[src/rtl/display_sequencer_if.sv]
// Display sequencer bus.
// The vending side drives the snapshot/strobe signals.
// The overlay side consumes the tear-free display values.
interface display_sequencer_if;
    logic       frame_start;
    logic       upd_valid;
    logic [1:0] upd_state;
    logic [7:0] upd_total;
    logic [7:0] upd_change;
    logic [1:0] upd_item;
    logic       dispense;

    logic [1:0] disp_state;
    logic [7:0] disp_total;
    logic [7:0] disp_change;
    logic [1:0] disp_item;
    logic       show_text;
    logic       banner_active;

    modport master (
        output frame_start, upd_valid, upd_state, upd_total, upd_change, upd_item, dispense,
        input  disp_state, disp_total, disp_change, disp_item, show_text, banner_active
    );

    modport slave (
        input  frame_start, upd_valid, upd_state, upd_total, upd_change, upd_item, dispense,
        output disp_state, disp_total, disp_change, disp_item, show_text, banner_active
    );
endinterface

[src/rtl/display_sequencer.sv]
// Display sequencer: double-buffers vending-FSM snapshots so the overlay
// only changes at vertical blanking, shows a timed "dispensed" banner,
// and blinks the idle attract text.
module display_sequencer #(
    parameter int HOLD_FRAMES  = 120,
    parameter int BLINK_FRAMES = 30
) (
    input  logic                clk_25mhz,
    input  logic                reset_n,
    display_sequencer_if.slave  bus
);

    typedef enum logic {
        S_LIVE   = 1'b0,
        S_BANNER = 1'b1
    } state_t;

    state_t     r_state, w_state_nxt;
    logic [7:0] r_hold_cnt, w_hold_nxt;
    logic       w_load_banner;

    logic       r_pending;
    logic [1:0] r_shadow_state;
    logic [7:0] r_shadow_total;
    logic [7:0] r_shadow_change;
    logic [1:0] r_shadow_item;

    logic [1:0] r_live_state;
    logic [1:0] r_live_item;
    logic [7:0] r_disp_total;
    logic [7:0] r_disp_change;

    logic       r_dispense_pend;
    logic [1:0] r_banner_item;
    logic [1:0] r_banner_shown;

    logic [7:0] r_blink_cnt;
    logic       r_blink_show;

    logic       w_apply_now;
    logic [1:0] w_new_state;
    logic [7:0] w_new_total;
    logic [7:0] w_new_change;
    logic [1:0] w_new_item;
    logic [1:0] w_live_state_nxt;
    logic       w_attract_now;
    logic       w_attract_nxt;

    // Pick the value applied at a frame boundary: a coincident strobe beats the shadow copy.
    always_comb begin
        w_apply_now      = bus.frame_start & (bus.upd_valid | r_pending);
        w_new_state      = bus.upd_valid ? bus.upd_state  : r_shadow_state;
        w_new_total      = bus.upd_valid ? bus.upd_total  : r_shadow_total;
        w_new_change     = bus.upd_valid ? bus.upd_change : r_shadow_change;
        w_new_item       = bus.upd_valid ? bus.upd_item   : r_shadow_item;
        w_live_state_nxt = w_apply_now ? w_new_state : r_live_state;
    end

    // Shadow capture between frames; copy to the display registers at frame_start.
    always_ff @(posedge clk_25mhz or negedge reset_n) begin
        if (!reset_n) begin
            r_pending       <= 1'b0;
            r_shadow_state  <= 2'b00;
            r_shadow_total  <= 8'h00;
            r_shadow_change <= 8'h00;
            r_shadow_item   <= 2'b00;
            r_live_state    <= 2'b00;
            r_live_item     <= 2'b00;
            r_disp_total    <= 8'h00;
            r_disp_change   <= 8'h00;
        end else if (bus.frame_start) begin
            r_pending <= 1'b0;
            if (w_apply_now) begin
                r_live_state  <= w_new_state;
                r_live_item   <= w_new_item;
                r_disp_total  <= w_new_total;
                r_disp_change <= w_new_change;
            end
        end else if (bus.upd_valid) begin
            r_pending       <= 1'b1;
            r_shadow_state  <= bus.upd_state;
            r_shadow_total  <= bus.upd_total;
            r_shadow_change <= bus.upd_change;
            r_shadow_item   <= bus.upd_item;
        end
    end

    // Dispense request latch; a frame_start consumes it unless a new pulse arrives that cycle.
    always_ff @(posedge clk_25mhz or negedge reset_n) begin
        if (!reset_n) begin
            r_dispense_pend <= 1'b0;
            r_banner_item   <= 2'b00;
        end else if (bus.dispense) begin
            r_dispense_pend <= 1'b1;
            r_banner_item   <= bus.upd_item;
        end else if (bus.frame_start) begin
            r_dispense_pend <= 1'b0;
        end
    end

    // Banner FSM state and hold counter register.
    always_ff @(posedge clk_25mhz or negedge reset_n) begin
        if (!reset_n) begin
            r_state    <= S_LIVE;
            r_hold_cnt <= 8'h00;
        end else begin
            r_state    <= w_state_nxt;
            r_hold_cnt <= w_hold_nxt;
        end
    end

    // Banner FSM next state: enter or re-arm on a pending dispense, else count the hold down.
    always_comb begin
        w_state_nxt   = r_state;
        w_hold_nxt    = r_hold_cnt;
        w_load_banner = 1'b0;
        if (bus.frame_start) begin
            case (r_state)
                S_LIVE: begin
                    if (r_dispense_pend) begin
                        w_state_nxt   = S_BANNER;
                        w_hold_nxt    = 8'(HOLD_FRAMES - 1);
                        w_load_banner = 1'b1;
                    end
                end
                S_BANNER: begin
                    if (r_dispense_pend) begin
                        w_hold_nxt    = 8'(HOLD_FRAMES - 1);
                        w_load_banner = 1'b1;
                    end else if (r_hold_cnt == 8'h00) begin
                        w_state_nxt = S_LIVE;
                    end else begin
                        w_hold_nxt = r_hold_cnt - 8'h01;
                    end
                end
                default: w_state_nxt = S_LIVE;
            endcase
        end
    end

    // The banner item on screen only changes at a frame boundary, even if a dispense retriggers mid-frame.
    always_ff @(posedge clk_25mhz or negedge reset_n) begin
        if (!reset_n) begin
            r_banner_shown <= 2'b00;
        end else if (w_load_banner) begin
            r_banner_shown <= r_banner_item;
        end
    end

    // Attract is LIVE with an idle state code, judged both now and after this boundary.
    always_comb begin
        w_attract_now = (r_state == S_LIVE) && (r_live_state == 2'b00);
        w_attract_nxt = (w_state_nxt == S_LIVE) && (w_live_state_nxt == 2'b00);
    end

    // Attract blink: advance while staying in attract, restart visible on entry, park otherwise.
    always_ff @(posedge clk_25mhz or negedge reset_n) begin
        if (!reset_n) begin
            r_blink_cnt  <= 8'h00;
            r_blink_show <= 1'b1;
        end else if (bus.frame_start) begin
            if (w_attract_nxt && w_attract_now) begin
                if (r_blink_cnt >= 8'(BLINK_FRAMES - 1)) begin
                    r_blink_cnt  <= 8'h00;
                    r_blink_show <= ~r_blink_show;
                end else begin
                    r_blink_cnt <= r_blink_cnt + 8'h01;
                end
            end else begin
                r_blink_cnt  <= 8'h00;
                r_blink_show <= 1'b1;
            end
        end
    end

    assign bus.disp_state    = (r_state == S_BANNER) ? 2'b11 : r_live_state;
    assign bus.disp_item     = (r_state == S_BANNER) ? r_banner_shown : r_live_item;
    assign bus.disp_total    = r_disp_total;
    assign bus.disp_change   = r_disp_change;
    assign bus.show_text     = (r_state == S_BANNER) ? 1'b1 : r_blink_show;
    assign bus.banner_active = (r_state == S_BANNER);

endmodule
[src/flat_wrapper.sv]
// flat-port wrapper written by rule: the top's interface ports become plain ports
module display_sequencer_flat 
#(
    parameter int HOLD_FRAMES  = 120,
    parameter int BLINK_FRAMES = 30
)
  (clk_25mhz, reset_n, bus_frame_start, bus_upd_valid, bus_upd_state, bus_upd_total, bus_upd_change, bus_upd_item, bus_dispense, bus_disp_state, bus_disp_total, bus_disp_change, bus_disp_item, bus_show_text, bus_banner_active);
  display_sequencer_if bus_i ();
  input  logic clk_25mhz;
  input  logic reset_n;
  input wire logic [$bits(bus_i.frame_start)-1:0] bus_frame_start;
  input wire logic [$bits(bus_i.upd_valid)-1:0] bus_upd_valid;
  input wire logic [$bits(bus_i.upd_state)-1:0] bus_upd_state;
  input wire logic [$bits(bus_i.upd_total)-1:0] bus_upd_total;
  input wire logic [$bits(bus_i.upd_change)-1:0] bus_upd_change;
  input wire logic [$bits(bus_i.upd_item)-1:0] bus_upd_item;
  input wire logic [$bits(bus_i.dispense)-1:0] bus_dispense;
  output wire logic [$bits(bus_i.disp_state)-1:0] bus_disp_state;
  output wire logic [$bits(bus_i.disp_total)-1:0] bus_disp_total;
  output wire logic [$bits(bus_i.disp_change)-1:0] bus_disp_change;
  output wire logic [$bits(bus_i.disp_item)-1:0] bus_disp_item;
  output wire logic [$bits(bus_i.show_text)-1:0] bus_show_text;
  output wire logic [$bits(bus_i.banner_active)-1:0] bus_banner_active;
  assign bus_i.frame_start = bus_frame_start;
  assign bus_i.upd_valid = bus_upd_valid;
  assign bus_i.upd_state = bus_upd_state;
  assign bus_i.upd_total = bus_upd_total;
  assign bus_i.upd_change = bus_upd_change;
  assign bus_i.upd_item = bus_upd_item;
  assign bus_i.dispense = bus_dispense;
  assign bus_disp_state = bus_i.disp_state;
  assign bus_disp_total = bus_i.disp_total;
  assign bus_disp_change = bus_i.disp_change;
  assign bus_disp_item = bus_i.disp_item;
  assign bus_show_text = bus_i.show_text;
  assign bus_banner_active = bus_i.banner_active;
  display_sequencer #(.HOLD_FRAMES(HOLD_FRAMES), .BLINK_FRAMES(BLINK_FRAMES)) u_core (.clk_25mhz(clk_25mhz), .reset_n(reset_n), .bus(bus_i));
endmodule
[config.mk]
export PLATFORM = sky130hd
export DESIGN_NAME = display_sequencer_flat
export DESIGN_NICKNAME = d
export VERILOG_FILES = /design/src/rtl/display_sequencer_if.sv /design/src/rtl/display_sequencer.sv /design/src/flat_wrapper.sv
export SDC_FILE = /design/constraint.sdc
export NUM_CORES = 1
export LEC_CHECK = 0
export BUFFER_PORTS_ARGS = -buffer_cell sky130_fd_sc_hd__clkbuf_2
export CORE_ASPECT_RATIO = 1.1
export CORE_MARGIN = 2
export CORE_UTILIZATION = 50
export CTS_CLUSTER_DIAMETER = 80
export DETAILED_ROUTE_END_ITERATION = 6
export PLACE_DENSITY = 0.75
export SYNTH_ARGS = -nofsm -noshare
export SYNTH_HDL_FRONTEND = slang
export SYNTH_SLANG_ARGS = --single-unit
[constraint.sdc]
create_clock -name clk_25mhz -period 1.7 [get_ports clk_25mhz]
set_clock_uncertainty 0.1 [all_clocks]
set_input_delay 0.085 -clock clk_25mhz [delete_from_list [all_inputs] [get_ports clk_25mhz]]
set_output_delay 0.085 -clock clk_25mhz [all_outputs]
set_load 0.02 [all_outputs]
# After elaboration in Yosys (flattened, before gate mapping)
# Cells that the tools add are included.
[word_totals]
reg_bits = 64
input_bits = 25
output_inout_bits = 22
word_cells = 64
[classes]
n_addsub = 2
magnitude_cmp = 1
n_eq_ne = 3
muxes = 26
n_bitwise = 5
n_reduce_logical = 11
[op_table]
columns = ["operator", "n"]
rows = [
  ["8-bit 2-to-1 mux", 7],
  ["8-bit one-hot mux with 2 select lines", 1],
  ["1-bit 2-to-1 mux", 12],
  ["2-bit 2-to-1 mux", 5],
  ["8-bit by 1-bit adder with 8-bit output, second input constant", 1],
  ["8-bit by 5-bit >= comparator with 1-bit output, second input constant", 1],
  ["8-bit logical NOT", 1],
  ["8-bit by 1-bit subtractor with 8-bit output, second input constant", 1],
  ["2-bit logical NOT", 2],
  ["2-bit AND reduction", 2],
  ["2-bit nonzero test", 2],
  ["1-bit logical AND", 3],
  ["3-bit != test, second input constant", 1],
  ["1-bit inverter", 3],
  ["3-bit AND reduction", 1],
  ["2-bit by 1-bit != test with 1-bit output, second input constant", 1],
  ["2-bit != test, second input constant", 1],
  ["1-bit one-hot mux with 2 select lines", 1],
  ["1-bit AND", 1],
  ["1-bit bitwise OR", 1],
]

# Longest topological paths before layout
[logic_depth]
ltp_word = 10
mapped_depth = 7
depth_no_buf = 6

# Worst setup path before layout
# No wires, ideal clock.
[synth_path]
path_kind = "register -> register"
startpoint = "reg u_core.r_hold_cnt[0]"
endpoint = "reg u_core.r_hold_cnt[0]"
setup_ns = 0.130
arrival_time_ns = 1.542
path_slack_ns = -0.072
stages_incl_launch_ff = 8
period_less_slack_ns = 1.772
cell_sequence = "dfrtp_1 inv_1 ha_1 or3b_1 buf_2 o311ai_4 xnor2_1 nand2_1"
[synth_between]
elab_chain_cells = 4
elab_cells_between_ends = 7
cone_classes = "add/sub: 1; eq/ne: 1; mux: 3; reduce/logical: 2"
[synth_rtl]
columns = ["element", "line_no", "source"]
rows = [
  ["start, declared", "display_sequencer.sv:19", "logic [7:0] r_hold_cnt, w_hold_nxt;"],
  ["start signal, assigned", "display_sequencer.sv:108", "r_hold_cnt <= w_hold_nxt;"],
  ["8-bit by 1-bit subtractor with 8-bit output", "display_sequencer.sv:133", "w_hold_nxt = r_hold_cnt - 8'h01;"],
  ["8-bit 2-to-1 mux", "display_sequencer.sv:130", "end else if (r_hold_cnt == 8'h00) begin"],
  ["8-bit 2-to-1 mux", "display_sequencer.sv:127", "if (r_dispense_pend) begin"],
  ["8-bit one-hot mux with 2 select lines", "display_sequencer.sv:118", "case (r_state)"],
]
# Several ways; a longest one is shown, not always the timed one. The select of a mux whose other input is x is not followed.
# A chain may end at the register's enable or synchronous reset.

# Worst setup path in the final report
# Same ends and word-level chain as after synthesis.

==> results.toml <==
[cells_and_area]
diodes = 0
area_delta_synth_final_pct = 31.5
stdcell_count = 428
final_common_cell = "dfrtp_1"
nFillCells = 454
final_nets = 376
mostFrequentLayoutCells = "dfrtp_1 (63), clkbuf_2 (46), nand2_1 (29)"
drive_above_1_share = 0.359

[critical_path]
crit_path_max_fanout = 6
crit_arrival_ns = 1.87
crit_chain = "inv_2, ha_4, or3b_4, o311ai_4, xnor2_1, nand2_1"
critPathBufInv = 1
path_depth = 6
ff2ff_path_depth = 6
rr_startpoint = "u_core.r_hold_cnt[0]"
slowest_delay_ns = 0.42
cp_top_family = "simple AND/OR/NAND/NOR gates"
crit_slowest_cell = "or3b_4"
worstSetupStartpointType = "register"
cp-end-kind = "register"
cp-startpoint = "u_core.r_hold_cnt[0]"
worstSetupPathType = "register to register"
worstPathRequired_ns = 1.84
rrSetupSlack_ns = -0.04

[placement]
dp_hpwl_um = 4040
dpl.cell_count = 388
gpl.final_weighted_congestion = 0.842
port_buffers = 46

[clock_network]
cts_tree = "done"
cts_buffers = 9
root_buffer = "clkbuf_8"
cts.clk_slew.worst_paths_ns = 0.07
ctsHtreeMaxLevel = 3
clock_path_buffers = 2
cts_sinks = 64
clk_latency_ns = 0.35

[detailed_routing]
vias = 2198
drt_first_pass_iters = 4
postRouteAntennaNets = 0
wl_um = 6190
routedWlPerCell_um = 14.5
drc_errors = 0
vias_per_cell = 5.14
drt_iter0_drc = 86

[status]
outcome = "complete, but fails checks"
violations = "negative setup slack"

[logic_synthesis]
synth_edf_count = 0
synth_cells = 259
synth.avg_cell_area_um2 = 11.4
ys_ff_latch = 64
seq_area_frac_synth = 0.544
synth_cell_type_count = 42
synth-main-ff-cell = "dfrtp_1"
yosys_warnings = 0
synth_nets = 289
synth_area_um2 = 2940
async_flop_share = 1.00

[sta]
slew_violations = 0
rsz0062_at_grt = "yes"
finalSetupViolCount = 2
layout_setup_ws_ns = -0.0361
clock.fmax_mhz = 576
fin_crit_sh = 1.02
slew_headroom = 0.711
fin_setup_tns_ns = -0.0501
worst-slew-pin-transition_ns = 0.429
hold_viol = 0
layout_min_cycle_time_ns = 1.74

[flow_run]
cap_violations = 0

[die]
die_h_um = 84.5
die-width_um = 77.2
ios = 47
fp.coreArea_um2 = 5730
dieArea_um2 = 6520
initial_core_util = 0.514
row_count = 29

[global_routing]
grt_usage = 0.216
grt_first_pass_wirelength_um = 11100
grt_remaining_overflow = 0
grt_pass1_vias = 2326
antenna_found_initial = 0
grt_start_max_net_pins = 65

[power]
power_mw = 3.96
power_density_nw_per_um2 = 1020
power_leakage_nw = 1.76
ir_drop_v = 0.000731

[min_path]
hold_depth = 3
min_from = "bus_frame_start"
hold_path.class = "input pin to register"
## worst paths after layout
kind                                             end
setup / recovery                u_core.r_hold_cnt[0]
hold / removal                  u_core.r_hold_cnt[7]
setup reg to reg                u_core.r_hold_cnt[0]
hold reg to reg            u_core.bus.disp_change[2]
max in group asynchronous        u_core.r_blink_show
min in group asynchronous       u_core.r_hold_cnt[1]
## per-layer routing
metal | up-vias | GRT usage | share of wire
met5 | - | 0 | 0
met4 | 0 | 0.0844 | 0.021
met3 | 14 | 0.0559 | 0.038
met2 | 37 | 0.368 | 0.51
met1 | 1058 | 0.264 | 0.43
li1 | 1089 | - | -
## cells in the mapped netlist (2+ instances only)
library cell / n / area, um^2
nor3_1: 6 / 30.0
o211ai_1: 4 / 30.0
a31oi_1: 2 / 12.5
or2_2: 3 / 18.8
clkbuf_1: 5 / 18.8
nand3_1: 7 / 35.0
xor2_1: 3 / 26.3
o2111ai_1: 2 / 17.5
nor2_1: 8 / 30.0
xnor2_1: 3 / 26.3
nor2b_1: 3 / 18.8
a21oi_1: 5 / 25.0
ha_1: 5 / 62.6
mux2i_1: 20 / 200
inv_1: 9 / 33.8
buf_2: 8 / 40.0
nand4_1: 2 / 12.5
mux2_2: 26 / 293
dfrtp_1: 63 / 1580
nand2_1: 29 / 109
o21ai_0: 25 / 125
## flip-flops by register name, indices dropped and copies added (netlist names)
register and cells:
u_core.bus.disp_total 8, u_core.r_hold_cnt 8, u_core.r_live_state 2, u_core.r_shadow_state 2, u_core.r_live_item 2, u_core.r_shadow_item 2, u_core.r_dispense_pend 1, u_core.r_blink_cnt 8
u_core.r_pending 1, u_core.bus.banner_active 1, u_core.r_shadow_total 8, u_core.r_blink_show 1, u_core.bus.disp_change 8, u_core.r_banner_shown 2, u_core.r_banner_item 2, u_core.r_shadow_change 8
## timing repair
item                                    4_1_cts  5_1_grt
gates cloned                                  0        0
buffers inserted                              0        2
gates resized for setup                       4        3
endpoints found under the hold margin       106        0
pin swaps                                     2        4
hold buffers                                 22        0
endpoints found under the setup margin        7       10
## worst reg2reg max path: cells and delay by family, from the launching register on
| family | cells | cell delay [ns] |
|---|---|---|
| simple gates | 2 | 0.49 |
| compound gates | 1 | 0.28 |
| buf+inv | 1 | 0.08 |
| xor+xnor | 1 | 0.16 |
| flops | 1 | 0.39 |
| fa+ha+maj | 1 | 0.13 |
## metrics by stage
step,hold WS (ns),cell area [um^2],setup slack (ns),util
detailed placement,0.0312,3390,-0.144,0.591
floorplan,-0.311,2950,-0.0506,-
finish,0.0482,3870,-0.0361,0.675
CTS,0.0348,3840,-0.0332,0.671
global placement,0.0323,3390,-0.0966,0.591
global route,0.0738,3870,-0.118,0.675
## kinds of logic (layout without fill, tap and decap cells)
| family | after synthesis | after routing | share of synthesized area |
|---|---|---|---|
| multiplexers | 46 | 46 | 0.167 |
| XOR/XNOR | 6 | 6 | 0.0179 |
| adder cells (fa/ha/maj) | 5 | 5 | 0.0212 |
| AO/OA/AOI/OAI | 49 | 49 | 0.108 |
| flip-flops | 64 | 64 | 0.544 |
| buffers and inverters | 23 | 115 | 0.0353 |
| AND/OR/NAND/NOR | 66 | 66 | 0.106 |
## where the power goes
group / switching (mW) / internal [mW] / total [mW]
Clock: 0.589 / 0.863 / 1.45
Sequential: 0.112 / 1.71 / 1.82
Combinational: 0.356 / 0.323 / 0.679
## final cells by class
class / instances / area, um^2 / share of cell area
well taps: 77 / 96.3 / 0.0249
flip-flops and latches: 64 / 1600 / 0.414
clock inverters: 5 / 80.1 / 0.0207
repair buffers: 90 / 641 / 0.165
inverters: 9 / 33.8 / 0.00872
clock buffers: 11 / 141 / 0.0365
multi-input cells: 172 / 1280 / 0.330
No activity file was read; power rests on OpenSTA's default activity.
